==> src/rtl/decode_issue_pkg.sv <==
// decode_issue_pkg
//   Shared definitions for the decode/issue stage:
//   - short-hand vector typedefs (i1/i5/i6/i16/i32)
//   - MIPS primary opcodes (icode) and SPECIAL funct codes (acode)
//   - small decode helpers shared by the stage and its sub-modules
package decode_issue_pkg;

    typedef logic        i1;
    typedef logic [4:0]  i5;
    typedef logic [5:0]  i6;
    typedef logic [15:0] i16;
    typedef logic [31:0] i32;

    // Primary opcodes (instr[31:26])
    localparam i6 OP_SPE   = 6'h00;
    localparam i6 OP_J     = 6'h02;
    localparam i6 OP_JAL   = 6'h03;
    localparam i6 OP_BEQ   = 6'h04;
    localparam i6 OP_BNE   = 6'h05;
    localparam i6 OP_ADDIU = 6'h09;
    localparam i6 OP_SLTI  = 6'h0A;
    localparam i6 OP_SLTIU = 6'h0B;
    localparam i6 OP_ANDI  = 6'h0C;
    localparam i6 OP_ORI   = 6'h0D;
    localparam i6 OP_XORI  = 6'h0E;
    localparam i6 OP_LUI   = 6'h0F;
    localparam i6 OP_LW    = 6'h23;
    localparam i6 OP_SW    = 6'h2B;

    // SPECIAL funct codes (instr[5:0])
    localparam i6 FN_SLL   = 6'h00;
    localparam i6 FN_SRL   = 6'h02;
    localparam i6 FN_SRA   = 6'h03;
    localparam i6 FN_JR    = 6'h08;

    // Constant-amount shifts take their amount from shamt, not from rs.
    function automatic i1 is_shift(input i6 fn);
        return (fn == FN_SLL) || (fn == FN_SRL) || (fn == FN_SRA);
    endfunction

    // Immediate ALU ops whose imm16 is zero-extended (logical ops).
    function automatic i1 is_zext_op(input i6 op);
        return (op == OP_ANDI) || (op == OP_ORI) || (op == OP_XORI);
    endfunction

endpackage

==> src/rtl/decode_issue_fwd_select.sv <==
// fwd_select
//   Operand selection for one register source.
//   Ports:
//     src_i        register index being read
//     rf_data_i    combinational regfile data for src_i
//     fwd_valid_i  per-stage: stage holds a register-writing instruction
//     fwd_dst_i    per-stage destination index (packed, stage 0 in LSBs)
//     fwd_val_i    per-stage result value (packed)
//     fwd_rdy_i    per-stage: result already available
//     value_o      selected operand value
//     hazard_o     selected producer has not produced its result yet
//   Stage 0 is the youngest and wins over older stages. Register 0 always
//   reads as zero and never matches a forwarding source.
module fwd_select
    import decode_issue_pkg::*;
#(
    parameter int NUM_FWD = 3,
    parameter int REG_AW  = 5,
    parameter int DATA_W  = 32
) (
    input  logic [REG_AW-1:0]         src_i,
    input  logic [DATA_W-1:0]         rf_data_i,
    input  logic [NUM_FWD-1:0]        fwd_valid_i,
    input  logic [NUM_FWD*REG_AW-1:0] fwd_dst_i,
    input  logic [NUM_FWD*DATA_W-1:0] fwd_val_i,
    input  logic [NUM_FWD-1:0]        fwd_rdy_i,
    output logic [DATA_W-1:0]         value_o,
    output logic                      hazard_o
);

    i1 found;

    always_comb begin
        found    = 1'b0;
        value_o  = rf_data_i;
        hazard_o = 1'b0;
        // Ascending scan with a sticky 'found' keeps the youngest match.
        for (int unsigned i = 0; i < NUM_FWD; i++) begin
            if (!found && fwd_valid_i[i] &&
                (fwd_dst_i[i*REG_AW +: REG_AW] == src_i) &&
                (fwd_dst_i[i*REG_AW +: REG_AW] != '0)) begin
                found    = 1'b1;
                value_o  = fwd_val_i[i*DATA_W +: DATA_W];
                hazard_o = ~fwd_rdy_i[i];
            end
        end
        if (src_i == '0) begin
            value_o  = '0;
            hazard_o = 1'b0;
        end
    end

endmodule

==> src/rtl/decode_issue.sv <==
// decode_issue
//   Decode/issue stage between fetch and execute of the MIPS pipeline.
//   Ports:
//     clk, reset                  clock, asynchronous active-high reset
//     in_valid/in_ready           fetch handshake
//     in_pc, in_instr             incoming PC and raw instruction
//     flush                       kill the held instruction
//     rf_raddr1/2, rf_rdata1/2    regfile read ports (rs, rt)
//     fwd_valid/dst/val/rdy       forwarding sources (0 = E, youngest)
//     out_valid/out_ready         execute handshake
//     out_pc, out_val1/2, out_valt issue operands (valt = store data)
//     out_icode, out_acode        opcode and funct
//     out_dst                     destination register (0 = none)
//     redirect_valid/redirect_pc  registered one-cycle branch/jump redirect
//     stall_cnt                   saturating count of hazard-stall cycles
module decode_issue
    import decode_issue_pkg::*;
#(
    parameter int DATA_W  = 32,
    parameter int REG_AW  = 5,
    parameter int NUM_FWD = 3,
    parameter int CNT_W   = 16
) (
    input  logic                      clk,
    input  logic                      reset,
    input  logic                      in_valid,
    output logic                      in_ready,
    input  logic [DATA_W-1:0]         in_pc,
    input  logic [31:0]               in_instr,
    input  logic                      flush,
    output logic [REG_AW-1:0]         rf_raddr1,
    output logic [REG_AW-1:0]         rf_raddr2,
    input  logic [DATA_W-1:0]         rf_rdata1,
    input  logic [DATA_W-1:0]         rf_rdata2,
    input  logic [NUM_FWD-1:0]        fwd_valid,
    input  logic [NUM_FWD*REG_AW-1:0] fwd_dst,
    input  logic [NUM_FWD*DATA_W-1:0] fwd_val,
    input  logic [NUM_FWD-1:0]        fwd_rdy,
    output logic                      out_valid,
    input  logic                      out_ready,
    output logic [DATA_W-1:0]         out_pc,
    output logic [DATA_W-1:0]         out_val1,
    output logic [DATA_W-1:0]         out_val2,
    output logic [DATA_W-1:0]         out_valt,
    output logic [5:0]                out_icode,
    output logic [5:0]                out_acode,
    output logic [REG_AW-1:0]         out_dst,
    output logic                      redirect_valid,
    output logic [DATA_W-1:0]         redirect_pc,
    output logic [CNT_W-1:0]          stall_cnt
);

    // ------------------------------------------------------------------
    // State
    // ------------------------------------------------------------------
    i1                 d_valid_q, d_valid_d;
    logic [DATA_W-1:0] d_pc_q, d_pc_d;
    i32                d_instr_q, d_instr_d;
    i1                 redirect_valid_q, redirect_valid_d;
    logic [DATA_W-1:0] redirect_pc_q, redirect_pc_d;
    logic [CNT_W-1:0]  stall_cnt_q, stall_cnt_d;

    // ------------------------------------------------------------------
    // Field extraction
    // ------------------------------------------------------------------
    i6                 op, fn;
    logic [REG_AW-1:0] rs_idx, rt_idx, rd_idx;
    i16                imm;
    logic [25:0]       jidx;

    assign op     = d_instr_q[31:26];
    assign fn     = d_instr_q[5:0];
    assign rs_idx = REG_AW'(d_instr_q[25:21]);
    assign rt_idx = REG_AW'(d_instr_q[20:16]);
    assign rd_idx = REG_AW'(d_instr_q[15:11]);
    assign imm    = d_instr_q[15:0];
    assign jidx   = d_instr_q[25:0];

    assign rf_raddr1 = rs_idx;
    assign rf_raddr2 = rt_idx;

    // ------------------------------------------------------------------
    // Operand selection
    // ------------------------------------------------------------------
    logic [DATA_W-1:0] op1, op2;
    i1                 haz1, haz2;

    fwd_select #(
        .NUM_FWD (NUM_FWD),
        .REG_AW  (REG_AW),
        .DATA_W  (DATA_W)
    ) u_sel_rs (
        .src_i       (rs_idx),
        .rf_data_i   (rf_rdata1),
        .fwd_valid_i (fwd_valid),
        .fwd_dst_i   (fwd_dst),
        .fwd_val_i   (fwd_val),
        .fwd_rdy_i   (fwd_rdy),
        .value_o     (op1),
        .hazard_o    (haz1)
    );

    fwd_select #(
        .NUM_FWD (NUM_FWD),
        .REG_AW  (REG_AW),
        .DATA_W  (DATA_W)
    ) u_sel_rt (
        .src_i       (rt_idx),
        .rf_data_i   (rf_rdata2),
        .fwd_valid_i (fwd_valid),
        .fwd_dst_i   (fwd_dst),
        .fwd_val_i   (fwd_val),
        .fwd_rdy_i   (fwd_rdy),
        .value_o     (op2),
        .hazard_o    (haz2)
    );

    // ------------------------------------------------------------------
    // Immediates and targets
    // ------------------------------------------------------------------
    logic [DATA_W-1:0] sext_imm, zext_imm, pc4, pc8, br_tgt, j_tgt;

    assign sext_imm = {{(DATA_W-16){imm[15]}}, imm};
    assign zext_imm = {{(DATA_W-16){1'b0}}, imm};
    assign pc4      = d_pc_q + DATA_W'(4);
    assign pc8      = d_pc_q + DATA_W'(8);
    assign br_tgt   = pc4 + (sext_imm << 2);
    assign j_tgt    = {pc4[DATA_W-1:28], jidx, 2'b00};

    // ------------------------------------------------------------------
    // Decode
    // ------------------------------------------------------------------
    i1                 rs_used, rt_used, redir, taken;
    logic [REG_AW-1:0] dst;
    logic [DATA_W-1:0] val1, val2, tgt;

    always_comb begin
        rs_used = 1'b1;
        rt_used = 1'b0;
        redir   = 1'b0;
        taken   = 1'b0;
        dst     = '0;
        val1    = op1;
        val2    = '0;
        tgt     = '0;
        case (op)
            OP_SPE: begin
                rt_used = 1'b1;
                dst     = rd_idx;
                val2    = op2;
                if (is_shift(fn)) begin
                    rs_used = 1'b0;
                    val1    = '0;
                end
                if (fn == FN_JR) begin
                    dst   = '0;
                    val2  = op1;
                    redir = 1'b1;
                    tgt   = op1;
                end
            end
            OP_ADDIU, OP_SLTI, OP_SLTIU, OP_ANDI, OP_ORI, OP_XORI: begin
                dst  = rt_idx;
                val2 = is_zext_op(op) ? zext_imm : sext_imm;
            end
            OP_LUI: begin
                rs_used = 1'b0;
                dst     = rt_idx;
                val1    = '0;
                val2    = zext_imm << 16;
            end
            OP_LW: begin
                dst  = rt_idx;
                val2 = sext_imm;
            end
            OP_SW: begin
                rt_used = 1'b1;
                val2    = sext_imm;
            end
            OP_BEQ, OP_BNE: begin
                rt_used = 1'b1;
                taken   = (op == OP_BEQ) ? (op1 == op2) : (op1 != op2);
                val2    = taken ? br_tgt : '0;
                redir   = taken;
                tgt     = br_tgt;
            end
            OP_J: begin
                rs_used = 1'b0;
                val1    = '0;
                val2    = j_tgt;
                redir   = 1'b1;
                tgt     = j_tgt;
            end
            OP_JAL: begin
                rs_used = 1'b0;
                dst     = REG_AW'(31);
                val1    = pc8;
                val2    = j_tgt;
                redir   = 1'b1;
                tgt     = j_tgt;
            end
            default: ;
        endcase
    end

    // ------------------------------------------------------------------
    // Handshake
    // ------------------------------------------------------------------
    i1 hazard, issue;

    assign hazard    = (rs_used & haz1) | (rt_used & haz2);
    assign out_valid = d_valid_q & ~hazard;
    assign issue     = out_valid & out_ready;
    assign in_ready  = ~flush & (~d_valid_q | issue);

    assign out_pc    = d_pc_q;
    assign out_val1  = val1;
    assign out_val2  = val2;
    assign out_valt  = op2;
    assign out_icode = op;
    assign out_acode = fn;
    assign out_dst   = dst;

    assign redirect_valid = redirect_valid_q;
    assign redirect_pc    = redirect_pc_q;
    assign stall_cnt      = stall_cnt_q;

    // ------------------------------------------------------------------
    // Next state
    // ------------------------------------------------------------------
    always_comb begin
        d_valid_d        = d_valid_q;
        d_pc_d           = d_pc_q;
        d_instr_d        = d_instr_q;
        redirect_valid_d = 1'b0;
        redirect_pc_d    = redirect_pc_q;
        stall_cnt_d      = stall_cnt_q;

        if (flush) begin
            d_valid_d = 1'b0;
        end else if (in_valid && in_ready) begin
            d_valid_d = 1'b1;
            d_pc_d    = in_pc;
            d_instr_d = in_instr;
        end else if (issue) begin
            d_valid_d = 1'b0;
        end

        // A flush in the issue cycle squashes the redirect too.
        if (issue && !flush && redir) begin
            redirect_valid_d = 1'b1;
            redirect_pc_d    = tgt;
        end

        if (d_valid_q && hazard && (stall_cnt_q != '1)) begin
            stall_cnt_d = stall_cnt_q + 1'b1;
        end
    end

    always_ff @(posedge clk or posedge reset) begin
        if (reset) begin
            d_valid_q        <= 1'b0;
            d_pc_q           <= '0;
            d_instr_q        <= '0;
            redirect_valid_q <= 1'b0;
            redirect_pc_q    <= '0;
            stall_cnt_q      <= '0;
        end else begin
            d_valid_q        <= d_valid_d;
            d_pc_q           <= d_pc_d;
            d_instr_q        <= d_instr_d;
            redirect_valid_q <= redirect_valid_d;
            redirect_pc_q    <= redirect_pc_d;
            stall_cnt_q      <= stall_cnt_d;
        end
    end

endmodule

==> config.mk <==
export PLATFORM = sky130hd
export DESIGN_NAME = decode_issue
export DESIGN_NICKNAME = d
export VERILOG_FILES = /design/src/rtl/decode_issue_pkg.sv /design/src/rtl/decode_issue_fwd_select.sv /design/src/rtl/decode_issue.sv
export SDC_FILE = /design/constraint.sdc
export NUM_CORES = 1
export LEC_CHECK = 0
export BUFFER_PORTS_ARGS = -buffer_cell sky130_fd_sc_hd__buf_4
export CORE_ASPECT_RATIO = 0.5
export CORE_MARGIN = 2
export CORE_UTILIZATION = 40
export DETAILED_ROUTE_END_ITERATION = 10
export PLACE_DENSITY = 0.77
export SLEW_MARGIN = 20
export SYNTH_ARGS = -nofsm -noshare
export SYNTH_HDL_FRONTEND = slang
export SYNTH_HIERARCHICAL = 1
export SYNTH_SLANG_ARGS = --single-unit
==> constraint.sdc <==
create_clock -name clk -period 5.8 [get_ports clk]
set_clock_uncertainty 0.05 [all_clocks]
set_input_delay 0.87 -clock clk [delete_from_list [all_inputs] [get_ports clk]]
set_output_delay 0.87 -clock clk [all_outputs]
set_load 0.01 [all_outputs]
==> results.sh <==
export IMPL_path_max_fanout=32
export IMPL_peakVddDrop_uv=187
export IMPL_endpoint_kind="output pin"
export IMPL_clock_sinks=114
export IMPL_dpl_cell_area_um2=16200
export IMPL_numCtsBuffers=17
export IMPL_multiInputGateArea_um2=8630
export IMPL_cp_arrival_ps=4760
export IMPL_diodes=0
export IMPL_synthMostInstantiatedCell="nand2_1"
export IMPL_worstPathRequired_ps=4880
export IMPL_synth_area_leaders="dfrtp_1 (24%), nand2_1 (6.0%), xor2_1 (5.9%)"
export IMPL_grt_antenna_before_repair=1
export IMPL_pin_count=456
export IMPL_vias=14700
export IMPL_cts_root_buf="clkbuf_16"
export IMPL_crit_chain="buf_4 > or4_1 > a21oi_1 > and4b_4 > or2_1 > buf_12 > o31ai_1 > xor2_1 > nor4_1 > nand4_1 > nor2_2 > buf_4 > mux2i_1 > buf_4 > or4_1 > nand3_1 > buf_4"
export IMPL_antenna_left=0
export IMPL_synth_ff_type="dfrtp_1"
export IMPL_hold_end="stall_cnt[9]$_DFFE_PP0P_"
export IMPL_drt_pass1_iterations=8
export IMPL_holdPathStages=1
export IMPL_core_um2=29400
export IMPL_fmax_ghz=0.176
export IMPL_p_leak_nw=7.57
export IMPL_cts_tree="done"
export IMPL_viasPerCell=6.26
export IMPL_critPathMaxStageDelay_ps=520
export IMPL_rrSetupSlack_ps=790
export IMPL_cts_buffer_depth=2
export IMPL_crit_type="in -> out"
export IMPL_drive_above_1_share_pct=34.8
export IMPL_hold_violations=0
export IMPL_drc_errors=0
export IMPL_dieArea_um2=31800
export IMPL_drt_initial_drc_count=2285
export IMPL_reg2regPathDepth=17
export IMPL_crit_family="simple AND/OR/NAND/NOR gates"
export IMPL_seq_area_um2=2860
export IMPL_slew_violations=0
export IMPL_maxSlewHeadroom_pct=30.2
export IMPL_yosysUniqueCellTypes=70
export IMPL_fin_tns_setup_ps=0
export IMPL_fp_row_count=44
export IMPL_setup_violations=0
export IMPL_fin_crit_sh_pct=98.0
export IMPL_ctsHtreeMaxLevel=4
export IMPL_async_flop_share_pct=100
export IMPL_n_fill_cell=2700
export IMPL_grt_pass1_vias=13500
export IMPL_syn_nets=1791
export IMPL_status="finished, final reports clean"
export IMPL_cts_clk_slew_worst_paths_ps=60
export IMPL_hold_buffers=0
export IMPL_p_per_area_nw_per_um2=300
export IMPL_place_congestion=1.08
export IMPL_cp_slowest_cell="or4_1"
export IMPL_ys_seq_area_share_pct=23.5
export IMPL_die_y_um=127
export IMPL_yosys_top_cells_count="nand2_1 (193), nor2_1 (133), dfrtp_1 (114)"
export IMPL_nets=2238
export IMPL_hp_start="stall_cnt[9]$_DFFE_PP0P_"
export IMPL_r2r_end="redirect_pc[8]$_DFFE_PP0P_"
export IMPL_grt_pass1_wl_mm=87.1
export IMPL_final_core_util_pct=58.1
export IMPL_area_growth_syn_to_layout_pct=40.9
export IMPL_hold_class="reg -> reg"
export IMPL_reg2reg_from="d_instr_q[17]$_DFFE_PP0P_"
export IMPL_synth_top_area_share_pct=23.5
export IMPL_routed_wl_mm=61.5
export IMPL_port_buffer_count=455
export IMPL_cp_start_kind="input pin"
export IMPL_finalInstanceArea_um2=17100
export IMPL_synth_edf_count=0
export IMPL_synthCells=1503
export IMPL_clk_latency_ps=430
export IMPL_rsz0062_at_grt="false"
export IMPL_ys_seq_elements=114
export IMPL_worstMarginPinSlew_ps=1040
export IMPL_yosysTopAreaCell="dfrtp_1"
export IMPL_globalRouteTotalUtil_pct=36.5
export IMPL_maxCapViolations=0
export IMPL_die_w_um=250
export IMPL_synth_avg_cell_area_um2=8.06
export IMPL_wl_per_cell_um=26.1
export IMPL_min_period_ps=5680
export IMPL_path_buf_inv=5
export IMPL_syn_area_um2=12100
export IMPL_start_util_pct=41.2
export IMPL_grt_overflow_total=0
export IMPL_total_power_mw=5.12
export IMPL_grt_max_degree=65
export IMPL_worst_path_most_repeated_cell="buf_4"
export IMPL_ys_warn_count=6
export IMPL_dp_hpwl_mm=47.7
flip-flops by register name, summed over array words and instances, names as in the netlist:
| name | flops |
|---|---|
| redirect_valid | 1 |
| d_valid_q | 1 |
| redirect_pc | 32 |
| d_instr_q | 32 |
| out_pc | 32 |
| stall_cnt | 16 |
worst reg2reg max path, cell delays in order, from the launching register on:
cell and delay [ps]:
dfrtp_1 520, or4_1 590, a21oi_2 190, buf_12 180, or3_1 140, buf_4 160, a211oi_1 130, o31ai_1 510
xor2_1 180, nor4_1 270, nand4_1 130, nor2_2 180, buf_4 150, mux2_2 450, o311a_2 610, buf_12 270
nor2_1 110, a31oi_1 50
worst max-delay path by stage:
stage / depth (start not counted) / start / slack [ps] / to
2_1_floorplan: 16 / fwd_dst[0] / 490 / out_val2[15]
3_5_place_dp: 18 / fwd_dst[10] / -30 / out_val2[30]
6_report: 17 / fwd_dst[0] / 120 / out_val2[30]
4_1_cts: 17 / d_instr_q[22]$_DFFE_PP0P_ / 50 / out_val2[30]
5_1_grt: 15 / out_pc[3]$_DFFE_PP0P_ / 0.3 / out_val2[31]
3_3_place_gp: 17 / fwd_dst[0] / -110 / out_val2[30]
per-stage QoR:
step	hold slack, ps	setup WS [ps]	instances
after floorplan	450	495	1503
after global placement	429	-110	2319
after detailed placement	432	-31.2	2319
after CTS	445	53.0	2351
after global routing	473	0.263	2354
final	440	116	2354
what timing repair did:
item                                    in CTS  in global routing
endpoints found under the setup margin      16                 20
pin swaps                                    0                  3
buffers inserted                             0                  2
hold endpoints to repair                     0                  0
gates cloned                                 0                  1
resized for setup                            6                 34
placed cells by master, fill, tap and decap left out, drive strengths merged, types with 5 or more instances in the layout:
| cell type | count |
|---|---|
| a211oi | 69 |
| a21boi | 5 |
| a21o | 14 |
| a21oi | 42 |
| a221o | 5 |
| a22oi | 47 |
| a31oi | 21 |
| and2 | 12 |
| and3 | 17 |
| and4 | 10 |
| buf | 568 |
| clkbuf | 17 |
| clkinv | 5 |
| dfrtp | 114 |
| ha | 37 |
| inv | 28 |
| mux2 | 66 |
| mux2i | 9 |
| nand2 | 193 |
| nand3 | 38 |
| nand4 | 25 |
| nor2 | 134 |
| nor2b | 6 |
| nor3 | 23 |
| nor4 | 12 |
| nor4b | 31 |
| o2111ai | 20 |
| o211ai | 8 |
| o21a | 11 |
| o21ai | 59 |
| o31a | 38 |
| o31ai | 66 |
| or2 | 8 |
| or3 | 7 |
| or4 | 10 |
| xnor2 | 64 |
| xor2 | 82 |
routing by layer:
layer	global-route usage, %	part of all wire (%)	vias to the layer above
met1	49.3	39	7045
met5	0	0	-
li1	-	-	6471
met2	55.3	43	1043
met4	15.8	4.4	0
met3	9.47	13	182
cells by family (layout without fill, tap and decap cells):
family | after synthesis | in the layout | share of synthesized area (%)
and+or+nand+nor | 537 | 538 | 21.9
AOI/OAI and AO/OA | 426 | 426 | 25.7
buffers and inverters | 166 | 625 | 7.26
xor gates and xnor gates | 147 | 147 | 10.7
DFF | 114 | 114 | 23.5
muxes | 75 | 75 | 6.88
adders and majority gates | 38 | 38 | 3.99
where the power goes:
part	internal (mW)	total (mW)	leakage [nW]	switching, mW
logic	1.21	2.76	5.87	1.55
clock network	0.679	1.10	0.286	0.425
registers	0.954	1.26	1.41	0.308
total	2.84	5.12	7.57	2.28
area by class of cell:
class	instances	area share, %
clock buffer	17	2.49
clock inverter	15	1.07
inverter	25	0.564
multi-input combinational	1224	50.5
sequential	114	16.7
tap	391	2.86
timing repair buffer	568	25.8
Power figures use the tool's default switching activity.
